<file path="src/rtl/osc_phase_reader.sv">
// Phase readout for N coupled oscillators: counts in-phase samples against a reference
// and decides one spin per oscillator by strict majority. Optional macro OSC_PHASE_READER_COUNT_EN exposes raw counts.
module osc_phase_reader #(
  parameter int N     = 8,
  parameter int WIN_W = 8
) (
  input  logic             clk,
  input  logic             rst,
  input  logic             start,
  input  logic [WIN_W-1:0] window_len,
  input  logic [N-1:0]     osc_in,
  input  logic             ref_in,
  output logic             busy,
  output logic [N-1:0]     spin_out,
  output logic             spin_valid,
  input  logic             spin_ready
`ifdef OSC_PHASE_READER_COUNT_EN
  ,
  output logic [N*WIN_W-1:0] match_count
`endif
);

  typedef enum logic [2:0] {IDLE, FLUSH, SAMPLE, DECIDE, OUTPUT} state_t;

  state_t           state_q, state_d;
  logic [WIN_W-1:0] len_q, len_d;
  logic [WIN_W-1:0] phase_q, phase_d;
  logic [WIN_W-1:0] cnt_q [N];
  logic [WIN_W-1:0] cnt_d [N];
  logic [N-1:0]     spin_q, spin_d;
  logic             valid_q, valid_d;
  logic             busy_q, busy_d;
  logic [N-1:0]     osc_meta_q, osc_sync_q;
  logic             ref_meta_q, ref_sync_q;
  logic [N-1:0]     match;
  logic [N-1:0]     majority;

  genvar gi;
  generate
    for (gi = 0; gi < N; gi++) begin : g_osc
      assign match[gi]    = (osc_sync_q[gi] == ref_sync_q);
      // Compare 2*count against L in one extra bit so neither side can wrap.
      assign majority[gi] = {cnt_q[gi], 1'b0} > {1'b0, len_q};
`ifdef OSC_PHASE_READER_COUNT_EN
      assign match_count[gi*WIN_W +: WIN_W] = cnt_q[gi];
`endif
    end
  endgenerate

  always_comb begin
    state_d = state_q;
    len_d   = len_q;
    phase_d = phase_q;
    cnt_d   = cnt_q;
    spin_d  = spin_q;
    valid_d = valid_q;
    case (state_q)
      IDLE: begin
        if (start) begin
          state_d = FLUSH;
          len_d   = (window_len == '0) ? WIN_W'(1) : window_len;
          phase_d = '0;
          for (int i = 0; i < N; i++) cnt_d[i] = '0;
        end
      end
      FLUSH: begin
        // Two cycles let the synchronizers drain anything captured before start.
        if (phase_q == WIN_W'(1)) begin
          state_d = SAMPLE;
          phase_d = '0;
        end else begin
          phase_d = phase_q + WIN_W'(1);
        end
      end
      SAMPLE: begin
        for (int i = 0; i < N; i++) begin
          if (match[i]) cnt_d[i] = cnt_q[i] + WIN_W'(1);
        end
        if (phase_q == len_q - WIN_W'(1)) begin
          state_d = DECIDE;
          phase_d = '0;
        end else begin
          phase_d = phase_q + WIN_W'(1);
        end
      end
      DECIDE: begin
        spin_d  = majority;
        state_d = OUTPUT;
      end
      OUTPUT: begin
        if (valid_q && spin_ready) begin
          state_d = IDLE;
          valid_d = 1'b0;
        end else begin
          valid_d = 1'b1;
        end
      end
      default: state_d = IDLE;
    endcase
    busy_d = (state_d != IDLE);
  end

  always_ff @(posedge clk or posedge rst) begin
    if (rst) begin
      state_q    <= IDLE;
      len_q      <= '0;
      phase_q    <= '0;
      spin_q     <= '0;
      valid_q    <= 1'b0;
      busy_q     <= 1'b0;
      osc_meta_q <= '0;
      osc_sync_q <= '0;
      ref_meta_q <= 1'b0;
      ref_sync_q <= 1'b0;
      for (int i = 0; i < N; i++) cnt_q[i] <= '0;
    end else begin
      state_q    <= state_d;
      len_q      <= len_d;
      phase_q    <= phase_d;
      spin_q     <= spin_d;
      valid_q    <= valid_d;
      busy_q     <= busy_d;
      osc_meta_q <= osc_in;
      osc_sync_q <= osc_meta_q;
      ref_meta_q <= ref_in;
      ref_sync_q <= ref_meta_q;
      for (int i = 0; i < N; i++) cnt_q[i] <= cnt_d[i];
    end
  end

  assign busy       = busy_q;
  assign spin_out   = spin_q;
  assign spin_valid = valid_q;

endmodule

</file>
<file path="config.mk">
export PLATFORM = sky130hd
export DESIGN_NAME = osc_phase_reader
export DESIGN_NICKNAME = d
export VERILOG_FILES = /design/src/rtl/osc_phase_reader.sv
export SDC_FILE = /design/constraint.sdc
export NUM_CORES = 1
export LEC_CHECK = 0
export BUFFER_PORTS_ARGS = -buffer_cell sky130_fd_sc_hd__buf_4
export CAP_MARGIN = 15
export CORE_MARGIN = 2
export CORE_UTILIZATION = 60
export DETAILED_ROUTE_END_ITERATION = 12
export GPL_TIMING_DRIVEN = 0
export PLACE_DENSITY = 0.78
export SETUP_SLACK_MARGIN = 0.2
export SLEW_MARGIN = 30
export SYNTH_ARGS = -nofsm -noshare
export SYNTH_HDL_FRONTEND = slang
export SYNTH_SLANG_ARGS = --single-unit
</file>
<file path="constraint.sdc">
create_clock -name clk -period 4.92 [get_ports clk]
set_input_delay 0.246 -clock clk [delete_from_list [all_inputs] [get_ports clk]]
set_output_delay 0.246 -clock clk [all_outputs]
set_load 0.05 [all_outputs]
</file>
# Yosys cells after proc, flatten, opt, wreduce, memory -nomap -nowiden
# Index checks and enable logic that the tools add are counted.
[op_classes]
addsub = 10
magnitude_cmp = 8
eq_ne = 23
mux = 21
n_reduce_logical = 16
[ops]
columns = ["operator", "n"]
rows = [
  ["64-bit case mux with 2 select lines", 1],
  ["8-bit two-way mux", 12],
  ["8-bit by 1-bit adder with 8-bit output, second input constant", 9],
  ["9-bit by 8-bit greater-than comparator with 1-bit output", 8],
  ["64-bit two-way mux", 1],
  ["8-bit case mux with 3 select lines", 1],
  ["3-bit AND reduction", 8],
  ["2-bit != test, second input constant", 9],
  ["3-bit case mux with 5 select lines", 1],
  ["3-bit two-way mux", 4],
  ["1-bit equality test", 8],
  ["8-bit by 1-bit equality test with 1-bit output, second input constant", 1],
  ["8-bit equality test", 1],
  ["8-bit logical NOT", 1],
  ["8-bit by 1-bit subtractor with 8-bit output, second input constant", 1],
  ["3-bit by 2-bit equality test with 1-bit output, second input constant", 2],
  ["3-bit nonzero test", 2],
  ["2-bit AND reduction", 2],
  ["3-bit by 1-bit equality test with 1-bit output, second input constant", 1],
  ["3-bit equality test, second input constant", 1],
  ["3-bit logical NOT", 1],
  ["2-bit nonzero test", 1],
  ["1-bit logical AND", 1],
  ["1-bit two-way mux", 1],
]
[word_totals]
reg_bits = 111
out_inout_bits = 10
wordCells = 96

# Depth between registers and ports, before layout
# Gate-level depths: netlist (run 1).
[depth]
ltp_word = 5
ltp_mapped = 8
mapped_depth_nobuf = 8

# Worst setup path after synthesis (run 1)
# No wires, ideal clock.
[synth_timing]
path_type = "flip-flop to flip-flop"
startpoint = "register len_q[1]"
endpoint = "register phase_q[1]"
arrival_time_ns = 2.613
t_required_ns = 4.788
setup_slack_ns = 2.175
stages_incl_launch_ff = 9
path_buffers = 0
period_less_slack_ns = 2.745
cell_sequence = "dfrtp_1 -> inv_1 -> ha_1 -> or3b_4 -> or4_4 -> a2111oi_4 -> nand4_2 -> a21oi_4 -> o22ai_1"
[synth_via]
elab_chain_len = 4
[synth_lines]
columns = ["item", "line", "source"]
rows = [
  ["from (decl)", "26", "logic [WIN_W-1:0] len_q, len_d;"],
  ["from (signal assigned)", "118", "len_q <= len_d;"],
  ["8-bit by 1-bit subtractor with 8-bit output", "79", "if (phase_q == len_q - WIN_W'(1)) begin"],
  ["8-bit equality test", "79", ""],
  ["8-bit two-way mux", "79", ""],
  ["8-bit case mux with 3 select lines", "57", "case (state_q)"],
  ["to (signal assigned)", "119", "phase_q <= phase_d;"],
  ["to (decl)", "27", "logic [WIN_W-1:0] phase_q, phase_d;"],
]
# Every way passes these cells.
# A chain may end at the register's enable or synchronous reset.

# Worst setup path in the final report (run 1)
# Ends and elaborated chain as after synthesis.

==> impl_metrics.csv, run 1 <==
group,metric,value,unit
timing,max-slew-margin-rel,33.81,%
yosys,yosysUniqueCellTypes,50,
worst_setup_path,reg2reg_depth,8,
floorplanning,num_rows,37,
cells_and_area,areaGrowthSynthToFinish,11.79,%
grt,grt_usage,27.91,%
grt,grt_antenna_before_repair,0,
worst_setup_path,r2r_end,"phase_q[1]",
clock_tree,cts_num_sinks,111,
clock_tree,clkTransAtPathRegs,0.11,ns
min_path,hp-class,"input pin to flip-flop",
grt,grt_pass1_wl,24650,um
run,maxCapViolCount,0,
yosys,ys.flop_type,"dfrtp_1",
yosys,synth_most_common_cell,"dfrtp_1",
pwr,power_leakage,3.472,nW
detailed_routing,vias_per_cell,6.125,
detailed_routing,wl_per_cell,17.65,um
yosys,synth_top_area_share,43.91,%
worst_setup_path,worst_setup_path_end_kind,"flip-flop",
timing,fin_crit,3.196,ns
worst_setup_path,arrival,3.48,ns
detailed_routing,drt_iter0_drc,229,
worst_setup_path,worst_setup_path_start_kind,"flip-flop",
yosys,synthTopCellsByArea,"dfrtp_1 44%, ha_1 13%, xor2_1 5.8%, o21ai_0 4.7%, nand2_1 3.8%",
detailed_routing,drt-pass1-iter-count,5,
yosys,synthesis.area,6326,um2
detailed_routing,via_count,5145,
floorplanning,die_h,106.7,um
cells_and_area,final_layout_size_suffix_gt1_share,8.523,%
clock_tree,cts_buffer_depth,2,
grt,grt_overflow,0,
timing,setup_viol,0,
yosys,synthTopCellsByCount,"111 x dfrtp_1, 67 x ha_1, 64 x nand2_1, 64 x nor2_1, 59 x o21ai_0",
clock_tree,root_buffer,"clkbuf_8",
worst_setup_path,crit_path_end,"phase_q[1]",
worst_setup_path,reg2reg_setup_slack,1.72,ns
yosys,netlist_instances,647,
placed_design,portBuffers,30,
pwr,powerDensity,435.9,nW/um2
timing,hold_viol_final,0,
grt,grt_pass1_vias,5160,
cells_and_area,nets,787,
worst_setup_path,cp-startpoint,"len_q[1]",
min_path,hold_depth,3,
worst_setup_path,crit_required,5.21,ns
timing,slew_violations,0,
floorplanning,ios,31,
detailed_routing,antenna_left,0,
yosys,syn-num-nets,735,
clock_tree,cts_tree,"yes",
floorplanning,start_util,61.55,%
placed_design,hpwl,10250,um
timing,worstMarginPinSlew,0.9845,ns
worst_setup_path,r2r_start,"len_q[1]",
yosys,synthArstFlopShare,100.0,%
clock_tree,cts_hold_buf,10,
clock_tree,clk_latency,0.40,ns
floorplanning,dieArea,11380,um2
timing,skew,0.01354,ns
yosys,yosysTopAreaCell,"dfrtp_1",
cells_and_area,post-route-util,68.81,%
placed_design,gp_congestion,0.8646,
yosys,synth_seq_cells,111,
yosys,seq_area_frac_synth,43.91,%
timing,clock.fmax,312.9,MHz
clock_tree,cts_buffers,9,
cells_and_area,diodes,0,
timing,period_share,64.97,%
timing,finalSetupTns,0,ns
yosys,yosys_warnings,0,
clock_tree,post-cts-setup-buffers,0,
detailed_routing,drc,0,
pwr,vdd_drop_max,0.2524,mV
clock_tree,cts_resized,0,
status,status,"finished clean",
worst_setup_path,path_max_fanout,10,
worst_setup_path,critPathKind,"flip-flop to flip-flop",
pwr,power.total,3.083,mW
floorplanning,coreArea,10280,um2
floorplanning,die_x,106.7,um
clock_tree,cts_max_level,3,
timing,rsz0062_at_grt,"false",
yosys,syn_area_per_cell,9.778,um2
yosys,synth_edf_count,0,
detailed_routing,wl,14830,um
grt,grt_max_degree,61,
## critical path: stages (launching register included)
cell       delay (ns)
dfrtp_1          0.42
inv_1            0.37
ha_1             0.32
or3b_4           0.42
or4_4            0.50
a2111oi_4        0.42
nand4_2          0.20
a21oi_4          0.29
o22ai_1          0.13
## worst min-delay path by stage
stage | startpoint | endpoint | slack, ns
after floorplan | osc_in[0] | osc_meta_q[0] | 0.28
after global placement | osc_meta_q[0] | osc_sync_q[0] | 0.33
after detailed placement | osc_meta_q[1] | osc_sync_q[1] | 0.33
after CTS | window_len[4] | len_q[4] | 0.07
after global routing | window_len[7] | len_q[7] | 0.08
final | window_len[2] | len_q[2] | 0.07
## logic make-up after synthesis
logic type	count (synthesis)	synth area share [%]
AO/OA/AOI/OAI	133	13.63
XOR/XNOR	66	9.138
adder cells (fa/ha/maj)	67	13.25
buffers and inverters	35	2.156
flip-flops	111	43.91
multiplexers	1	0.1582
AND/OR/NAND/NOR	234	17.76
## cell type report
class | count | area (um2)
Clock inverter | 5 | 63.81
Multi-Input combinational cell | 501 | 3415
Inverter | 13 | 53.80
Clock buffer | 11 | 151.4
Tap cell | 136 | 170.2
Buffer | 22 | 87.58
Timing Repair Buffer | 41 | 352.8
Sequential cell | 111 | 2778
Fill cell | 851 | 3206
## registers in the layout (all words and copies together), names as in the netlist
name,flops
phase_q,8
ref_sync_q,1
cnt_q,64
spin_out,8
osc_sync_q,8
ref_meta_q,1
len_q,8
spin_valid,1
state_q,3
osc_meta_q,8
busy,1
## routing by layer
metal | vias to the layer above | part of all wire [%] | GRT usage (%)
li1 | 2429 | - | -
met4 | 0 | 2.6 | 10.48
met1 | 2540 | 44 | 36.51
met2 | 149 | 47 | 45.50
met3 | 27 | 5.7 | 6.322
met5 | - | 0 | 0
## cell usage in the layout, fill, tap and decap left out, drive strengths merged, types with 2 or more instances in the layout
cell	synthesis	final
a2111oi	9	9
nor2	64	64
dlygate4sd3	0	10
dfrtp	111	111
ha	67	67
nor3	10	10
clkinv	1	3
and3	9	9
nor4	4	4
or4	4	4
o31ai	7	7
o2111ai	3	3
xor2	42	42
o2bb2ai	2	2
a21oi	21	21
nand4	24	24
nand2	64	64
nand3b	3	3
or3b	2	2
nor2b	2	2
nand3	38	38
o21ai	60	60
buf	2	33
o32a	6	6
xnor2	24	24
or2	2	2
inv	12	13
clkbuf	20	31
a21o	18	18
nand2b	2	2
## where the power goes
group | switching [mW] | total, mW | internal, mW
sequential | 0.117 | 1.13 | 1.02
combinational | 0.908 | 1.36 | 0.448
clock | 0.326 | 0.593 | 0.267
## stage by stage
step | cells | setup slack [ns] | cell area, um2 | hold slack [ns]
2_1_floorplan | 647 | 1.743 | 6326 | 0.2774
3_3_place_gp | 813 | 0.5766 | 6721 | 0.3335
3_5_place_dp | 814 | 1.769 | 6754 | 0.3347
4_1_cts | 840 | 1.746 | 7069 | 0.06637
5_1_grt | 840 | 1.564 | 7072 | 0.07880
6_report | 840 | 1.724 | 7072 | 0.06728
Note: power is estimated with default switching activity, not from simulation.
==> run 2, diff against run 1 <==
- clock period: 4.92 -> 3.1 ns (I/O delays scaled with it)
==> run 2 against run 1 <==
Final area increased by 2.4%. Sequential power rose by 60%. First-iteration DRC count increased by 30%. Sequential share of layout area fell by 0.90 points. Routed wire length up 0.20%. Utilization grew 1.6 points. Clock-buffer cell count decreased by 1. Non-clock buffer count grew 14. Largest cell class unchanged.
==> impl_metrics.csv, run 2 (synthesis gave the netlist of run 1 again) <==
group,metric,value,unit
cells_and_area,areaGrowthSynthToFinish,14.46,%
placed_design,place_ws,-0.09631,ns
placed_design,portBuffers,30,
floorplanning,die_h,106.7,um
detailed_routing,drc,0,
worst_setup_path,slowest_stage,"dfrtp_2",
grt,grt_usage,27.83,%
detailed_routing,wl_per_cell,17.39,um
timing,finalSetupTns,0,ns
timing,clock.fmax,363.2,MHz
pwr,power_frac_clock,17.9,%
detailed_routing,antenna_left,0,
floorplanning,coreArea,10280,um2
grt,grt_pass1_vias,5178,
worst_setup_path,arrival,3.02,ns
timing,period_share,88.82,%
cells_and_area,design_area,7241,um2
worst_setup_path,critPathKind,"flip-flop to flip-flop",
worst_setup_path,cpLargestDelayFamily,"simple AND/OR/NAND/NOR gates",
clock_tree,root_buffer,"clkbuf_8",
pwr,comb_power_share,45.8,%
pwr,p_sw,2.175,mW
timing,fin_hold_ws,0.009323,ns
pwr,power_leakage,3.530,nW
timing,skew,0.007843,ns
worst_setup_path,crit_required,3.37,ns
cells_and_area,nets,801,
placed_design,detailed_place.area,6813,um2
clock_tree,cts_tree,"yes",
floorplanning,num_rows,37,
detailed_routing,drt-pass1-iter-count,5,
timing,rsz0062_at_grt,"false",
cells_and_area,diodes,0,
clock_tree,cts_max_level,3,
cells_and_area,top_register,"cnt_q",
timing,setup_viol,0,
worst_setup_path,path_max_fanout,7,
grt,grt_pass1_wl,24750,um
run,maxCapViolCount,0,
timing,max-slew-margin-rel,32.90,%
floorplanning,start_util,61.55,%
grt,grt_overflow,0,
worst_setup_path,cp_num_buf_inv,1,
pwr,power.internal,2.791,mW
placed_design,hpwl,10370,um
worst_setup_path,slowest_delay,0.48,ns
cells_and_area,post-route-util,70.45,%
placed_design,gp_congestion,0.8991,
floorplanning,dieArea,11380,um2
cells_and_area,largest_reg_flops,64,
worst_setup_path,worst_setup_path_end_kind,"flip-flop",
timing,hold_viol_final,0,
status,status,"finished clean",
timing,post-route-worst-setup-slack,0.3464,ns
clock_tree,clk_latency,0.39,ns
cells_and_area,final_common_cell,"dfrtp_1",
pwr,switching_share,43.79,%
grt,grt_antenna_before_repair,0,
detailed_routing,via_count,5182,
clock_tree,clkTransAtPathRegs,0.10,ns
floorplanning,die_x,106.7,um
clock_tree,cts_buffer_depth,2,
timing,worstMarginPinSlew,1.003,ns
floorplanning,ios,31,
pwr,vdd_drop_max,0.4529,mV
detailed_routing,vias_per_cell,6.068,
pwr,powerDensity,685.8,nW/um2
grt,grt_max_degree,33,
detailed_routing,wl,14860,um
pwr,seq_power_share,36.4,%
cells_and_area,mostFrequentLayoutCells,"110 x dfrtp_1, 66 x ha_1, 64 x nor2_1, 64 x nand2_1, 59 x o21ai_0",
timing,fin_crit,2.754,ns
clock_tree,cts_buffers,9,
placed_design,placed_cells,817,
clock_tree,cts_num_sinks,111,
cells_and_area,stdcell_count,854,
pwr,power.total,4.965,mW
worst_setup_path,crit_chain,"clkinv_4 > ha_4 > or3b_4 > or4_4 > a2111oi_4 > nand4_2 > a21oi_4 > o31ai_1",
min_path,hp-class,"input pin to flip-flop",
timing,slew_violations,0,
detailed_routing,drt_iter0_drc,298,
worst_setup_path,worst_setup_path_start_kind,"flip-flop",
cells_and_area,final_layout_size_suffix_gt1_share,10.45,%
[run 2: cell count changes in the layout (fill, tap and decap cells not counted), moves of 2 or more]
cell | before | now
clkbuf_8 | 11 | 9
o31ai_2 | 0 | 2
buf_4 | 31 | 38
o31ai_1 | 7 | 5
buf_12 | 0 | 3
clkinvlp_4 | 1 | 3
dlygate4sd3_1 | 10 | 14
[run 2: repair_timing]
item,in CTS,in global routing
endpoints found under the setup margin,9,8
hold endpoints to repair,70,0
gates resized for setup,4,4
setup buffers,1,6
hold buffers,14,0
pin swaps,2,4
[run 2: final cells by class]
| type | instances | area, um2 |
|---|---|---|
| clock inverters | 6 | 68.82 |
| plain buffers | 22 | 87.58 |
| inverters | 13 | 61.31 |
| repair buffers | 55 | 505.5 |
| well taps | 136 | 170.2 |
| fillers | 781 | 3037 |
| flip-flops and latches | 111 | 2779 |
| multi-input cells | 501 | 3441 |
| clock buffers | 10 | 127.6 |
[run 2: power groups by stage]
stage | logic, mW | registers [mW] | clock network, mW
2_1_floorplan | 1.43 | 1.84 | 0
3_3_place_gp | 1.98 | 1.81 | 0
3_5_place_dp | 2.12 | 1.82 | 0
4_1_cts | 2.17 | 1.80 | 0.902
5_1_grt | 2.52 | 1.83 | 0.951
6_report | 2.27 | 1.81 | 0.887
[run 2: metal layers]
metal	part of all wire [%]	vias up	wire (um)	track usage, %
met5	0	-	0	0
li1	-	2449	-	-
met4	2.0	0	292	9.647
met1	44	2542	6548	37.33
met2	48	165	7175	45.86
met3	5.6	26	838	4.863
[run 2: final timing paths]
| kind | from | endpoint | slack, ns | cells past startpoint |
|---|---|---|---|---|
| min in group asynchronous | rst | cnt_q[63] | 0.21 | 3 |
| setup / recovery | len_q[0] | phase_q[5] | 0.35 | 8 |
| setup reg to reg | len_q[0] | phase_q[5] | 0.35 | 8 |
| max in group asynchronous | rst | cnt_q[23] | 2.30 | 5 |
| hold reg to reg | osc_meta_q[3] | osc_sync_q[3] | 0.36 | 0 |
| hold / removal | window_len[2] | len_q[2] | 0.009 | 3 |
[run 2: worst reg2reg max path, delay by kind of cell (launching register included)]
family          cells  cell delay (ns)
buf+inv             1             0.09
simple gates        3             1.04
compound gates      3             0.88
flops               1             0.48
fa+ha+maj           1             0.14
